$ cat config.mk
export PLATFORM = sky130hd
export DESIGN_NAME = bcd_count_ctrl
export DESIGN_NICKNAME = d
export VERILOG_FILES = /design/src/rtl/bcd_pkg.sv /design/src/rtl/bcd_digit.sv /design/src/rtl/bcd_count_ctrl.sv
export SDC_FILE = /design/constraint.sdc
export NUM_CORES = 1
export LEC_CHECK = 0
export CAP_MARGIN = 5
export CORE_MARGIN = 8
export CORE_UTILIZATION = 40
export DETAILED_ROUTE_END_ITERATION = 12
export PLACE_DENSITY = 0.64
export SYNTH_ARGS = -nofsm -noshare
export SYNTH_HDL_FRONTEND = slang
export SYNTH_SLANG_ARGS = --single-unit
$ cat constraint.sdc
create_clock -name clk -period 5.4 [get_ports clk]
set_clock_uncertainty 0.15 [all_clocks]
set_input_delay 1.08 -clock clk [delete_from_list [all_inputs] [get_ports clk]]
set_output_delay 1.08 -clock clk [all_outputs]
set_load 0.03 [all_outputs]
$ cat src/rtl/bcd_pkg.sv
// Shared encodings for the BCD counter controller: command opcodes, FSM states
// and a small helper to validate a packed BCD nibble.
package bcd_pkg;

  typedef enum logic [1:0] {
    OP_LOAD  = 2'b00,
    OP_UP    = 2'b01,
    OP_DOWN  = 2'b10,
    OP_CLEAR = 2'b11
  } bcd_op_e;

  typedef enum logic [1:0] {
    ST_IDLE = 2'b00,
    ST_RUN  = 2'b01,
    ST_DONE = 2'b10
  } bcd_state_e;

  localparam logic [3:0] BCD_MAX = 4'd9;

  function automatic logic is_bcd_nibble(input logic [3:0] nib);
    return (nib <= BCD_MAX);
  endfunction

endpackage

$ cat src/rtl/bcd_digit.sv
// One BCD digit (0-9) with synchronous load and a single up/down step per
// enabled cycle; carry flags the 9->0 (up) or 0->9 (down) roll.
module bcd_digit
  import bcd_pkg::*;
(
  input  logic       clk,
  input  logic       rst,
  input  logic       step_en,
  input  logic       up,
  input  logic       load_en,
  input  logic [3:0] load_val,
  output logic [3:0] digit,
  output logic       carry
);

  logic [3:0] digit_q;
  logic [3:0] digit_d;

  always_comb begin
    digit_d = digit_q;
    if (load_en) begin
      digit_d = load_val;
    end else if (step_en) begin
      if (up) begin
        digit_d = (digit_q == BCD_MAX) ? 4'd0 : digit_q + 4'd1;
      end else begin
        digit_d = (digit_q == 4'd0) ? BCD_MAX : digit_q - 4'd1;
      end
    end
  end

  always_ff @(posedge clk or negedge rst) begin
    if (!rst) begin
      digit_q <= 4'd0;
    end else begin
      digit_q <= digit_d;
    end
  end

  assign digit = digit_q;
  assign carry = step_en & (up ? (digit_q == BCD_MAX) : (digit_q == 4'd0));

endmodule

$ cat src/rtl/bcd_count_ctrl.sv
// Command-driven two-digit BCD counter: LOAD/CLEAR complete in one cycle,
// UP/DOWN step once per cycle in RUN, with wrap or saturation at 99/00.
//
// Handshake: a command transfers on a rising edge where cmd_valid & cmd_ready;
// cmd_ready is high only in IDLE, and cmd_op/cmd_arg are sampled only on that edge.
module bcd_count_ctrl
  import bcd_pkg::*;
#(
  parameter int WRAP = 1
) (
  input  logic       clk,
  input  logic       rst,
  input  logic       cmd_valid,
  output logic       cmd_ready,
  input  logic [1:0] cmd_op,
  input  logic [7:0] cmd_arg,
  input  logic       abort,
  output logic [3:0] tens,
  output logic [3:0] ones,
  output logic       busy,
  output logic       done,
  output logic       tc,
  output logic       err,
  output logic [1:0] state_dbg
);

  bcd_state_e state_q, state_d;
  logic [7:0] remaining_q, remaining_d;
  logic       dir_up_q, dir_up_d;
  logic       done_q, done_d;
  logic       tc_q, tc_d;
  logic       err_q, err_d;

  logic       load_en;
  logic [3:0] load_tens;
  logic [3:0] load_ones;
  logic       step_en;
  logic       ones_carry;
  logic       tens_carry;
  logic       at_term;

  // A step from here would cross 99->00 or 00->99.
  assign at_term = dir_up_q ? ((tens == BCD_MAX) && (ones == BCD_MAX))
                            : ((tens == 4'd0) && (ones == 4'd0));

  always_comb begin
    state_d     = state_q;
    remaining_d = remaining_q;
    dir_up_d    = dir_up_q;
    done_d      = 1'b0;
    tc_d        = 1'b0;
    err_d       = 1'b0;
    load_en     = 1'b0;
    load_tens   = cmd_arg[7:4];
    load_ones   = cmd_arg[3:0];
    step_en     = 1'b0;

    case (state_q)
      ST_IDLE: begin
        if (cmd_valid) begin
          case (bcd_op_e'(cmd_op))
            OP_LOAD: begin
              if (is_bcd_nibble(cmd_arg[7:4]) && is_bcd_nibble(cmd_arg[3:0])) begin
                load_en = 1'b1;
              end else begin
                err_d = 1'b1;
              end
              state_d = ST_DONE;
              done_d  = 1'b1;
            end
            OP_CLEAR: begin
              load_en   = 1'b1;
              load_tens = 4'd0;
              load_ones = 4'd0;
              state_d   = ST_DONE;
              done_d    = 1'b1;
            end
            default: begin
              if (cmd_arg == 8'd0) begin
                state_d = ST_DONE;
                done_d  = 1'b1;
              end else begin
                remaining_d = cmd_arg;
                dir_up_d    = (bcd_op_e'(cmd_op) == OP_UP);
                state_d     = ST_RUN;
              end
            end
          endcase
        end
      end

      ST_RUN: begin
        if (abort) begin
          // Abort takes priority over any step, including a terminal one.
          remaining_d = 8'd0;
          state_d     = ST_DONE;
          done_d      = 1'b1;
        end else if (at_term && (WRAP == 0)) begin
          remaining_d = 8'd0;
          tc_d        = 1'b1;
          state_d     = ST_DONE;
          done_d      = 1'b1;
        end else begin
          step_en     = 1'b1;
          tc_d        = at_term;
          remaining_d = remaining_q - 8'd1;
          if (remaining_q == 8'd1) begin
            state_d = ST_DONE;
            done_d  = 1'b1;
          end
        end
      end

      ST_DONE: begin
        state_d = ST_IDLE;
      end

      default: begin
        state_d = ST_IDLE;
      end
    endcase
  end

  always_ff @(posedge clk or negedge rst) begin
    if (!rst) begin
      state_q     <= ST_IDLE;
      remaining_q <= 8'd0;
      dir_up_q    <= 1'b0;
      done_q      <= 1'b0;
      tc_q        <= 1'b0;
      err_q       <= 1'b0;
    end else begin
      state_q     <= state_d;
      remaining_q <= remaining_d;
      dir_up_q    <= dir_up_d;
      done_q      <= done_d;
      tc_q        <= tc_d;
      err_q       <= err_d;
    end
  end

  bcd_digit u_ones (
    .clk      (clk),
    .rst      (rst),
    .step_en  (step_en),
    .up       (dir_up_q),
    .load_en  (load_en),
    .load_val (load_ones),
    .digit    (ones),
    .carry    (ones_carry)
  );

  bcd_digit u_tens (
    .clk      (clk),
    .rst      (rst),
    .step_en  (ones_carry),
    .up       (dir_up_q),
    .load_en  (load_en),
    .load_val (load_tens),
    .digit    (tens),
    .carry    (tens_carry)
  );

  // The tens roll-over is already covered by at_term; it has no further use.
  logic unused_carry;
  assign unused_carry = tens_carry;

  assign cmd_ready = (state_q == ST_IDLE);
  assign busy      = (state_q != ST_IDLE);
  assign done      = done_q;
  assign tc        = tc_q;
  assign err       = err_q;
  assign state_dbg = state_q;

endmodule

**Yosys cells after proc, flatten, opt, wreduce, memory -nomap -nowiden**

Index checks and enable logic that the tools add are counted.

- Flip-flop bits (word level): 22
- Input bits: 14
- Output and inout port bits: 15
- Logic and storage cells: 91

- Add/sub/neg operators: 5
- Magnitude comparators: 2
- Equality and inequality tests: 10
- Multiplexer cells: 47
- Bitwise logic cells: 3
- Reduce and logical (&&, ||, !) cells: 16

Operators by type and width:

| operator | number |
|---|---|
| 4-bit two-way mux | 16 |
| 8-bit two-way mux | 4 |
| 1-bit two-way mux | 18 |
| 8-bit one-hot mux with 2 select lines | 1 |
| 2-bit two-way mux | 5 |
| 4-bit by 1-bit adder with 4-bit output, second input constant | 2 |
| 4-bit equality test, second input constant | 2 |
| 8-bit by 1-bit equality test with 1-bit output, second input constant | 1 |
| 4-bit <= comparator, second input constant | 2 |
| 4-bit logical NOT | 2 |
| 8-bit logical NOT | 1 |
| 4-bit AND reduction | 2 |
| 2-bit nonzero test | 4 |
| 4-bit by 1-bit subtractor with 4-bit output, second input constant | 2 |
| 8-bit by 1-bit subtractor with 8-bit output, second input constant | 1 |
| 2-bit inequality test, second input constant | 3 |
| 2-bit by 1-bit equality test with 1-bit output, second input constant | 2 |
| 2-bit logical NOT | 2 |
| 1-bit one-hot mux with 2 select lines | 2 |
| 2-bit one-hot mux with 2 select lines | 1 |
| 1-bit logical AND | 3 |
| 3-bit inequality test, second input constant | 1 |
| 2-bit equality test, second input constant | 1 |
| 1-bit NOT | 2 |
| 3 further kinds | 3 |

**Logic depth before layout (Yosys ltp)**

Gate-level depths: netlist of the first run.

- Word-level depth: 7
- Mapped depth: 6
- Depth with buffers taken out: 6

**Hierarchy**

Synthesis of the first run repeated with hierarchy kept, for this count alone.

- Cell total of the unflattened synthesis: 194
- Area total of the unflattened synthesis: 1729.2 sq um

Modules (own cells, without submodules):

| module | times used | cells an instance | area an instance (sq um) | sequential area each (sq um) |
|---|---|---|---|---|
| bcd_count_ctrl | 1 | 105 | 982.2 | 350.3 |
| bcd_digit at u_ones | 1 | 46 | 400.4 | 100.1 |
| bcd_digit at u_tens | 1 | 43 | 346.6 | 100.1 |

**Worst setup path after synthesis of the first run**

Ideal clock, no wire load.

- Path type: input to register
- Start: input cmd_arg[1]
- End: register remaining_q[1]
- Library setup time: 125 ps
- Arrival time: 2486 ps
- Data required time: 5125 ps
- Path slack: 2639 ps
- Cell stages on the path: 5
- Path buffers: 1
- Cells stage by stage: or4_1 -> o2111a_1 -> buf_2 -> nor2_2 -> mux2_2

- Cells in the longest elaborated chain, start to end: 4
- Elaborated cells on any way between the ends: 7
- Classes of those cells: 1 x eq/ne; 4 x mux; 2 x reduce/logical

RTL lines:

| item | line | source |
|---|---|---|
| from (decl) | bcd_count_ctrl.sv:16 | `input logic [7:0] cmd_arg,` |
| 8-bit two-way mux | bcd_count_ctrl.sv:79 | `if (cmd_arg == 8'd0) begin` |
| 8-bit two-way mux | bcd_count_ctrl.sv:61 | `case (bcd_op_e'(cmd_op))` |
| 8-bit two-way mux | bcd_count_ctrl.sv:60 | `if (cmd_valid) begin` |
| 8-bit one-hot mux with 2 select lines | bcd_count_ctrl.sv:58 | `case (state_q)` |
| to (signal assigned) | bcd_count_ctrl.sv:134 | `remaining_q <= remaining_d;` |
| to (decl) | bcd_count_ctrl.sv:28 | `logic [7:0] remaining_q, remaining_d;` |

Several ways; a longest one is shown, not always the timed one. The select of a mux whose other input is x is not followed.
A chain may end at the register's enable or synchronous reset.

**Final worst setup path of the first run**

- Start: input abort
- End: register u_tens.digit_q[3], in the netlist u_tens.digit[3]

- Cells in the longest elaborated chain, start to end: 4

RTL lines:

| item | line | source |
|---|---|---|
| from (decl) | bcd_count_ctrl.sv:17 | `input logic abort,` |
| 1-bit two-way mux | bcd_count_ctrl.sv:93 | `if (abort) begin` |
| 1-bit two-way mux | bcd_count_ctrl.sv:58 |  |
| 1-bit bitwise AND | bcd_digit.sv:41 | `assign carry = step_en & (up ? (digit_q == BCD_MAX) : (digit_q == 4'd0));` |
| 2-bit nonzero test (no source line) | -- |  |
| to (signal assigned) | bcd_digit.sv:36 | `digit_q <= digit_d;` |
| to (decl) | bcd_digit.sv:16 | `logic [3:0] digit_q;` |

Every way passes these cells.

==> impl_metrics.tcl, run 1 <==
set metrics [dict create \
    max-slew-margin-rel_pct 30.2 \
    grt_usage_pct 14.6 \
    cts_max_level 1 \
    drtPass1Iterations 4 \
    gp_congestion 0.883 \
    peakVddDrop_v 0.000197 \
    synth_edf_count 0 \
    hold_violations 0 \
    cp.required_ns 5.44 \
    fillers 368 \
    fp-row-count 23 \
    ys_seq_elements 22 \
    yosysWarnings 0 \
    synthArstFlopShare_pct 100 \
    ys_seq_area_share_pct 33.4 \
    grt_max_degree 23 \
    holdWs_ns 0.375 \
    fin_nets 222 \
    rsz0062_at_grt "no" \
    drive_gt1_share_pct 7.43 \
    via_per_inst 6.00 \
    cts_tree "done" \
    synth_top_flop_cell "dfrtp_1" \
    wire_per_inst_um 17.6 \
    finalSetupTns_ns 0 \
    num_vias 1513 \
    tightestPinTransition_ns 1.04 \
    critPathKind "input port to flip-flop" \
    max-cap-violations 0 \
    antenna_found_initial 0 \
    io_buffer_count 28 \
    clk_path_buf_depth 2 \
    grt_pass1_wl_um 7560 \
    routed_wl_um 4430 \
    core_area_um2 3970 \
    yosysUniqueCellTypes 51 \
    synth_area_um2 1650 \
    post_cts_buffers 0 \
    hold_buffers 0 \
    start_util_pct 41.5 \
    grt_pass1_vias 1547 \
    antenna_left 0 \
    fin_crit_sh_pct 57.1 \
    cp_data_arrival_time_ns 3.12 \
    insertion_delay_ns 0.27 \
    clk_pin_slew_worst_paths_ns 0.09 \
    min_path_type "flip-flop to flip-flop" \
    cp_max_fo 20 \
    die_area_um2 6430 \
    status "complete, no violations" \
    io_pins 29 \
    power_density_nw_per_um2 541 \
    slew_violations 0 \
    cp-start-kind "input port" \
    gr-total-overflow 0 \
    drc 0 \
    syn_inst 186 \
    post-route-min-period_ns 3.08 \
    syn-num-nets 205 \
    diodes 0 \
    numClockSinks 22 \
    cts_root_buf "clkbuf_8" \
    synth.avg_cell_area_um2 8.85 \
    setup_violations 0 \
    drt_iter0_drc 72 \
    die_width_um 80.2 \
    p_leak_uw 0.000745 \
    cts_resized 0 \
    dpl.hpwl_um 3330 \
    cts_buffers 3 \
    max_freq_mhz 325 \
    syn_to_final_growth_pct 20.8 \
    die-height_um 80.2 \
    endpoint_kind "flip-flop" \
]
final cells by class:
cell class	instances	area, um^2	share of cell area [%]
Clock buffer	3	41.3	2.08
Timing Repair Buffer	28	280	14.1
Clock inverter	1	30.0	1.51
Tap cell	50	62.6	3.14
Sequential cell	22	551	27.7
Multi-Input combinational cell	138	987	49.6
Inverter	10	37.5	1.89
final timing paths:
| kind | slack, ns | from | cells after the start | end |
|---|---|---|---|---|
| hold reg to reg | 0.37 | remaining_q[6] | 1 | remaining_q[6] |
| setup / recovery | 2.32 | abort | 5 | u_tens.digit[3] |
| max in group asynchronous | 3.25 | rst | 1 | remaining_q[6] |
| min in group asynchronous | 1.22 | rst | 1 | u_ones.digit[3] |
| hold / removal | 0.37 | remaining_q[6] | 1 | remaining_q[6] |
| setup reg to reg | 3.05 | state_dbg[1] | 4 | u_tens.digit[3] |
worst max-delay path, stage by stage:
cell and delay, ns:
clkdlybuf4s50_1 0.44, or3b_1 0.68, a2111oi_2 0.60, nor2_1 0.07, a211oi_1 0.24
flip-flops by register name, summed over array words and instances (netlist names):
| name | cells |
|---|---|
| dir_up_q | 1 |
| done | 1 |
| err | 1 |
| remaining_q | 8 |
| state_dbg | 2 |
| tc | 1 |
| u_ones.digit | 4 |
| u_tens.digit | 4 |
layer usage:
layer,up-vias,routed length (um),track usage (%)
met3,7,224,3.57
met5,-,0,0
li1,731,-,-
met1,741,1810,16.3
met4,0,37,3.45
met2,34,2350,26.8
cell usage in the layout (no fill, tap or decap), types with 3 or more instances in the layout:
master,Yosys,layout
inv_1,10,10
a31oi_1,3,3
nor4_1,4,4
o22ai_1,9,9
a221o_1,3,3
a2111oi_2,3,3
nand3_1,7,7
nor2_1,8,8
o211ai_1,3,3
a21oi_1,7,7
clkdlybuf4s50_1,0,28
ha_1,5,5
xnor2_1,5,5
nor3b_1,6,6
nor2b_1,9,9
o21ai_0,6,6
nand2b_1,6,6
mux2i_1,4,4
dfrtp_1,22,22
clkbuf_8,0,3
or2_2,3,3
o221ai_1,3,3
or4_1,3,3
nand2_1,3,3
or3_1,3,3
nor3_1,9,9
synth_stat cells (4+ instances only):
| master | count | area, um^2 |
|---|---|---|
| ha_1 | 5 | 62.6 |
| o22ai_1 | 9 | 56.3 |
| mux2i_1 | 4 | 40.0 |
| nor4_1 | 4 | 25.0 |
| nor3b_1 | 6 | 45.0 |
| nand2b_1 | 6 | 37.5 |
| dfrtp_1 | 22 | 551 |
| nor2b_1 | 9 | 56.3 |
| nand3_1 | 7 | 35.0 |
| xnor2_1 | 5 | 43.8 |
| o21ai_0 | 6 | 30.0 |
| inv_1 | 10 | 37.5 |
| clkbuf_1 | 11 | 41.3 |
| nor3_1 | 9 | 45.0 |
| a21oi_1 | 7 | 35.0 |
| nor2_1 | 8 | 30.0 |
power breakdown:
group / switching [uW] / internal [uW] / total (uW)
Combinational: 282 / 256 / 538
Sequential: 150 / 229 / 379
Clock: 60.6 / 99.2 / 160
through the flow:
stage                     total power [uW]  instances  utilization [%]  cell area, um^2  setup slack [ns]
final                                 1080        252             50.1             1990              2.32
after detailed placement               923        248             48.3             1920              2.01
after global routing                  1160        252             50.1             1990              2.18
after floorplan                        749        186                -             1650              2.64
after global placement                 906        248             48.3             1920              2.04
after CTS                             1090        252             50.1             1990              2.31
cell families (layout without fill, tap and decap cells):
family	count (synthesis)	count (layout)	share of synthesized area, %
xor gates and xnor gates	6	6	3.19
and+or+nand+nor	69	69	24.8
DFF	22	22	33.4
AOI/OAI and AO/OA	52	52	24.3
adders and majority gates	5	5	3.80
muxes	6	6	3.80
buffers and inverters	26	42	6.61
(Power assumes the default switching activity.)
==> run 2: changes to the inputs <==
Settings changed: PLACE_DENSITY 0.64 to 0.67.
Clock period 5.4 ns to 2.6 ns, I/O delays scaled along.
==> run 2 against run 1 <==
Sequential share of layout area decreased by 1.3 points. Combinational power increased by 120%. Largest cell class unchanged. Non-clock buffer count increased by 15. Total power increased by 100%. Die area unchanged. Critical path type is now flip-flop to output pin. Core utilization increased by 2.4 points.
==> impl_metrics.tcl, run 2 (synthesis results as in run 1) <==
set metrics [dict create \
    peakVddDrop_v 0.000469 \
    cts_resized 0 \
    clk_path_buf_depth 2 \
    post_cts_buffers 0 \
    antenna_found_initial 0 \
    hold-path-endpoint "remaining_q[6]" \
    numClockSinks 22 \
    fin_nets 237 \
    hold_buffers 0 \
    grt_pass1_wl_um 7450 \
    die_area_um2 6430 \
    grtUsageMet1_pct 17.9 \
    io_buffer_count 28 \
    drtPass1Iterations 4 \
    start_util_pct 41.5 \
    busiest_layer "met2" \
    critPathKind "flip-flop to output pin" \
    setup_violations 0 \
    fp-row-count 23 \
    power_density_nw_per_um2 1060 \
    worstHoldPathCells 1 \
    syn_to_final_growth_pct 26.7 \
    diodes 0 \
    grt_max_degree 23 \
    die_width_um 80.2 \
    fin_crit_sh_pct 95.3 \
    gr-usage-met3_pct 2.34 \
    largest_reg_flops 8 \
    r2r.worst_path.cells 4 \
    via_per_inst 5.83 \
    cp.required_ns 1.93 \
    gp_congestion 0.856 \
    max_freq_mhz 404 \
    routed_wl_um 4410 \
    tightestPinTransition_ns 0.695 \
    slew_violations 0 \
    max-cap-violations 0 \
    final_core_util_pct 52.5 \
    r2r_slack_ns 0.48 \
    r2r_start "remaining_q[3]" \
    cp_max_fo 9 \
    grt_usage_pct 14.1 \
    gr-total-overflow 0 \
    cts_root_buf "clkbuf_8" \
    cp-start-kind "flip-flop" \
    die-height_um 80.2 \
    grt_pass1_vias 1535 \
    max-slew-margin-rel_pct 53.6 \
    worstHoldStart "remaining_q[6]" \
    insertion_delay_ns 0.26 \
    post-route-min-period_ns 2.48 \
    wire_per_inst_um 16.5 \
    finalSetupTns_ns 0 \
    cts_tree "done" \
    clk_pin_slew_worst_paths_ns 0.08 \
    hold_violations 0 \
    drc 0 \
    cts_buffers 3 \
    status "complete, no violations" \
    p_leak_uw 0.000810 \
    endpoint_kind "output pin" \
    holdWs_ns 0.388 \
    met2_usage_pct 24.2 \
    antenna_left 0 \
    rsz0062_at_grt "no" \
    num_vias 1557 \
    largest-register "remaining_q" \
    drive_gt1_share_pct 13.8 \
    final_common_cell "clkdlybuf4s50_1" \
    drt_iter0_drc 149 \
    cts_max_level 1 \
    dpl.hpwl_um 3390 \
    layout_common_cells "28 x clkdlybuf4s50_1, 22 x dfrtp_1, 15 x buf_4, 10 x inv_1" \
    io_pins 29 \
    core_area_um2 3970 \
    min_path_type "flip-flop to flip-flop" \
    r2r_end "state_dbg[1]" \
    cp_data_arrival_time_ns 1.81 \
]
-- run 2: changes by cell type in the layout (fill, tap and decap cells not counted), sizes merged --
cell,change
buf,+15
bufinv,-1
clkbuf,+1
-- run 2: report_power, final --
part | total, uW | internal [uW] | switching (uW) | leakage [uW]
registers | 758 | 477 | 282 | 0.000273
clock network | 251 | 135 | 116 | 0.0000288
logic | 1190 | 569 | 622 | 0.000508
total | 2200 | 1180 | 1020 | 0.000810
-- run 2: worst max-delay path by stage --
stage                  from              end  slack (ns)  depth (start not counted)
5_1_grt        state_dbg[1]        cmd_ready        0.04                          2
3_3_place_gp     cmd_arg[4]   remaining_q[0]        0.05                          6
4_1_cts        state_dbg[1]        cmd_ready        0.12                          2
6_report       state_dbg[1]        cmd_ready        0.12                          2
2_1_floorplan  state_dbg[1]  u_tens.digit[0]        0.20                          5
3_5_place_dp     cmd_arg[4]   remaining_q[0]        0.04                          6
-- run 2: critical path: stages (launching register included) --
cell,delay (ns)
dfrtp_1,0.47
nor2_1,0.33
clkdlybuf4s50_1,0.74
-- run 2: area by class of cell --
type / instances / area, um^2
well taps: 50 / 62.6
inverters: 10 / 37.5
fillers: 357 / 1890
flip-flops and latches: 22 / 551
clock buffers: 4 / 55.1
multi-input cells: 138 / 987
repair buffers: 43 / 393
-- run 2: routing by layer --
metal / part of all wire [%] / vias to the layer above
met2: 50 / 47
met5: 0 / -
li1: - / 765
met1: 45 / 739
met4: 0.95 / 0
met3: 4.2 / 6
-- run 2: metrics by stage --
stage               total power, uW  std cells  worst slack (ns)  cell area (um^2)
global placement               1910        263            0.0492              2030
finish                         2200        267             0.123              2090
global route                   2360        267            0.0438              2090
detailed placement             1950        263            0.0430              2030
CTS                            2210        267             0.117              2090
floorplan                      1560        186             0.205              1650
==> run 3: changes to the inputs <==
Settings changed: CORE_MARGIN 8 to 2, PLACE_DENSITY 0.67 to 0.68.
==> run 3 against run 2 <==
Combinational power barely moved. Non-clock buffer count is 2 higher. Clock-buffer cell count is 1 lower. Global-route usage increased by 4.7 points. Sequential share of layout area down 0.39 points. Cell count is 0.75% higher. Total power grew 2.9%. Flip-flop and latch count is the same. Sequential power shrank 2%. Highest routed layer unchanged. Worst setup slack got worse by 0.0016 ns. Fmax about the same.
==> impl_metrics.tcl, run 3 (synthesis results as in run 1) <==
set metrics [dict create \
    status "complete, no violations" \
    rsz0062_at_grt "no" \
    cp_slowest_stage_delay_ns 0.74 \
    drt_iter0_drc 114 \
    critPathKind "flip-flop to output pin" \
    fin_crit_sh_pct 95.3 \
    die_width_um 68.2 \
    drtPass1Iterations 4 \
    grt_pass1_wl_um 6490 \
    cp.required_ns 1.93 \
    via_per_inst 5.62 \
    grt_pass1_vias 1334 \
    gp_congestion 0.910 \
    largest-register "remaining_q" \
    path_buf_inv 1 \
    final_common_cell "clkdlybuf4s50_1" \
    largest_reg_flops 8 \
    hold_violations 0 \
    cp_max_fo 8 \
    placed_cell_area_um2 2050 \
    setup_violations 0 \
    routed_wl_um 3960 \
    num_vias 1513 \
    slew_violations 0 \
    cts_resized 0 \
    peakVddDrop_v 0.000597 \
    dpl.hpwl_um 2960 \
    ff_latch_area_um2 551 \
    post-route-min-period_ns 2.48 \
    clk_pin_slew_worst_paths_ns 0.08 \
    grt_usage_pct 18.8 \
    cts_buffers 3 \
    max-slew-margin-rel_pct 57.1 \
    max_freq_mhz 404 \
    drc 0 \
    die_area_um2 4650 \
    cp-start-kind "flip-flop" \
    diodes 0 \
    fp-row-count 23 \
    final_cells 269 \
    grt_max_degree 23 \
    post_cts_buffers 0 \
    cts_tree "done" \
    max-cap-violations 0 \
    dpl.cell_count 265 \
    start_util_pct 41.5 \
    io_buffer_count 28 \
    syn_to_final_growth_pct 28.6 \
    postLayoutCellArea_um2 2120 \
    antenna_left 0 \
    critical_path.cell_chain "nor2_1 > clkdlybuf4s50_1" \
    multi_input_area_um2 987 \
    drive_gt1_share_pct 14.6 \
    endpoint_kind "output pin" \
    cts_root_buf "clkbuf_8" \
    cts_max_level 1 \
    wire_per_inst_um 14.7 \
    io_pins 29 \
    cp_data_arrival_time_ns 1.81 \
    antenna_found_initial 0 \
    holdWs_ns 0.376 \
    gr-total-overflow 0 \
    cp_slowest_cell "clkdlybuf4s50_1" \
    die-height_um 68.2 \
    core_area_um2 3970 \
    fillers 382 \
    p_leak_uw 0.000827 \
    layout_common_cells "28 x clkdlybuf4s50_1, 22 x dfrtp_1, 17 x buf_4, 10 x inv_1" \
    crit_family "buffers and inverters" \
    clk_path_buf_depth 2 \
    fin_nets 239 \
    numClockSinks 22 \
    power_density_nw_per_um2 1070 \
    min_path_type "flip-flop to flip-flop" \
    hold_buffers 0 \
    insertion_delay_ns 0.27 \
    tightestPinTransition_ns 0.642 \
]
==> run 3: changes by cell type in the layout (fill, tap and decap cells not counted), sizes merged <==
| cell | before | now |
|---|---|---|
| bufinv | 0 | 1 |
| buf | 15 | 17 |
| clkbuf | 4 | 3 |
==> run 3: layer usage <==
layer | up-vias | GRT usage, % | part of all wire, %
met2 | 35 | 31.2 | 48
met5 | - | 0 | 0
met4 | 0 | 5.00 | 1.6
li1 | 770 | - | -
met3 | 6 | 3.62 | 3.3
met1 | 702 | 25.1 | 47
==> run 3: through the flow <==
| step | worst slack, ns | power (uW) | setup TNS [ns] | util [%] |
|---|---|---|---|---|
| floorplan | 0.205 | 1560 | 0 | - |
| detailed placement | -0.0320 | 1940 | -0.0403 | 51.5 |
| global placement | -0.0000968 | 1920 | -0.0000968 | 51.5 |
| global route | 0.0276 | 2430 | 0 | 53.3 |
| finish | 0.122 | 2270 | 0 | 53.3 |
| CTS | 0.118 | 2280 | 0 | 53.3 |
==> run 3: layout make-up <==
class	instances	share of cell area, %
Sequential cell	22	26.0
Inverter	10	1.77
Timing Repair Buffer	45	19.3
Clock inverter	1	1.42
Tap cell	50	2.96
Multi-Input combinational cell	138	46.6
Clock buffer	3	1.95
==> run 3: power breakdown <==
| group | internal [uW] | switching (uW) |
|---|---|---|
| sequential | 477 | 265 |
| clock | 206 | 122 |
| combinational | 578 | 619 |
==> run 3: worst paths after layout <==
check | start | endpoint | slack [ns] | cells past startpoint
setup / recovery | state_dbg[0] | cmd_ready | 0.12 | 2
hold / removal | remaining_q[6] | remaining_q[6] | 0.38 | 1
setup reg to reg | remaining_q[3] | state_dbg[1] | 0.51 | 4
hold reg to reg | remaining_q[6] | remaining_q[6] | 0.38 | 1
max in group asynchronous | rst | remaining_q[2] | 1.59 | 2
min in group asynchronous | rst | u_ones.digit[0] | 0.46 | 2
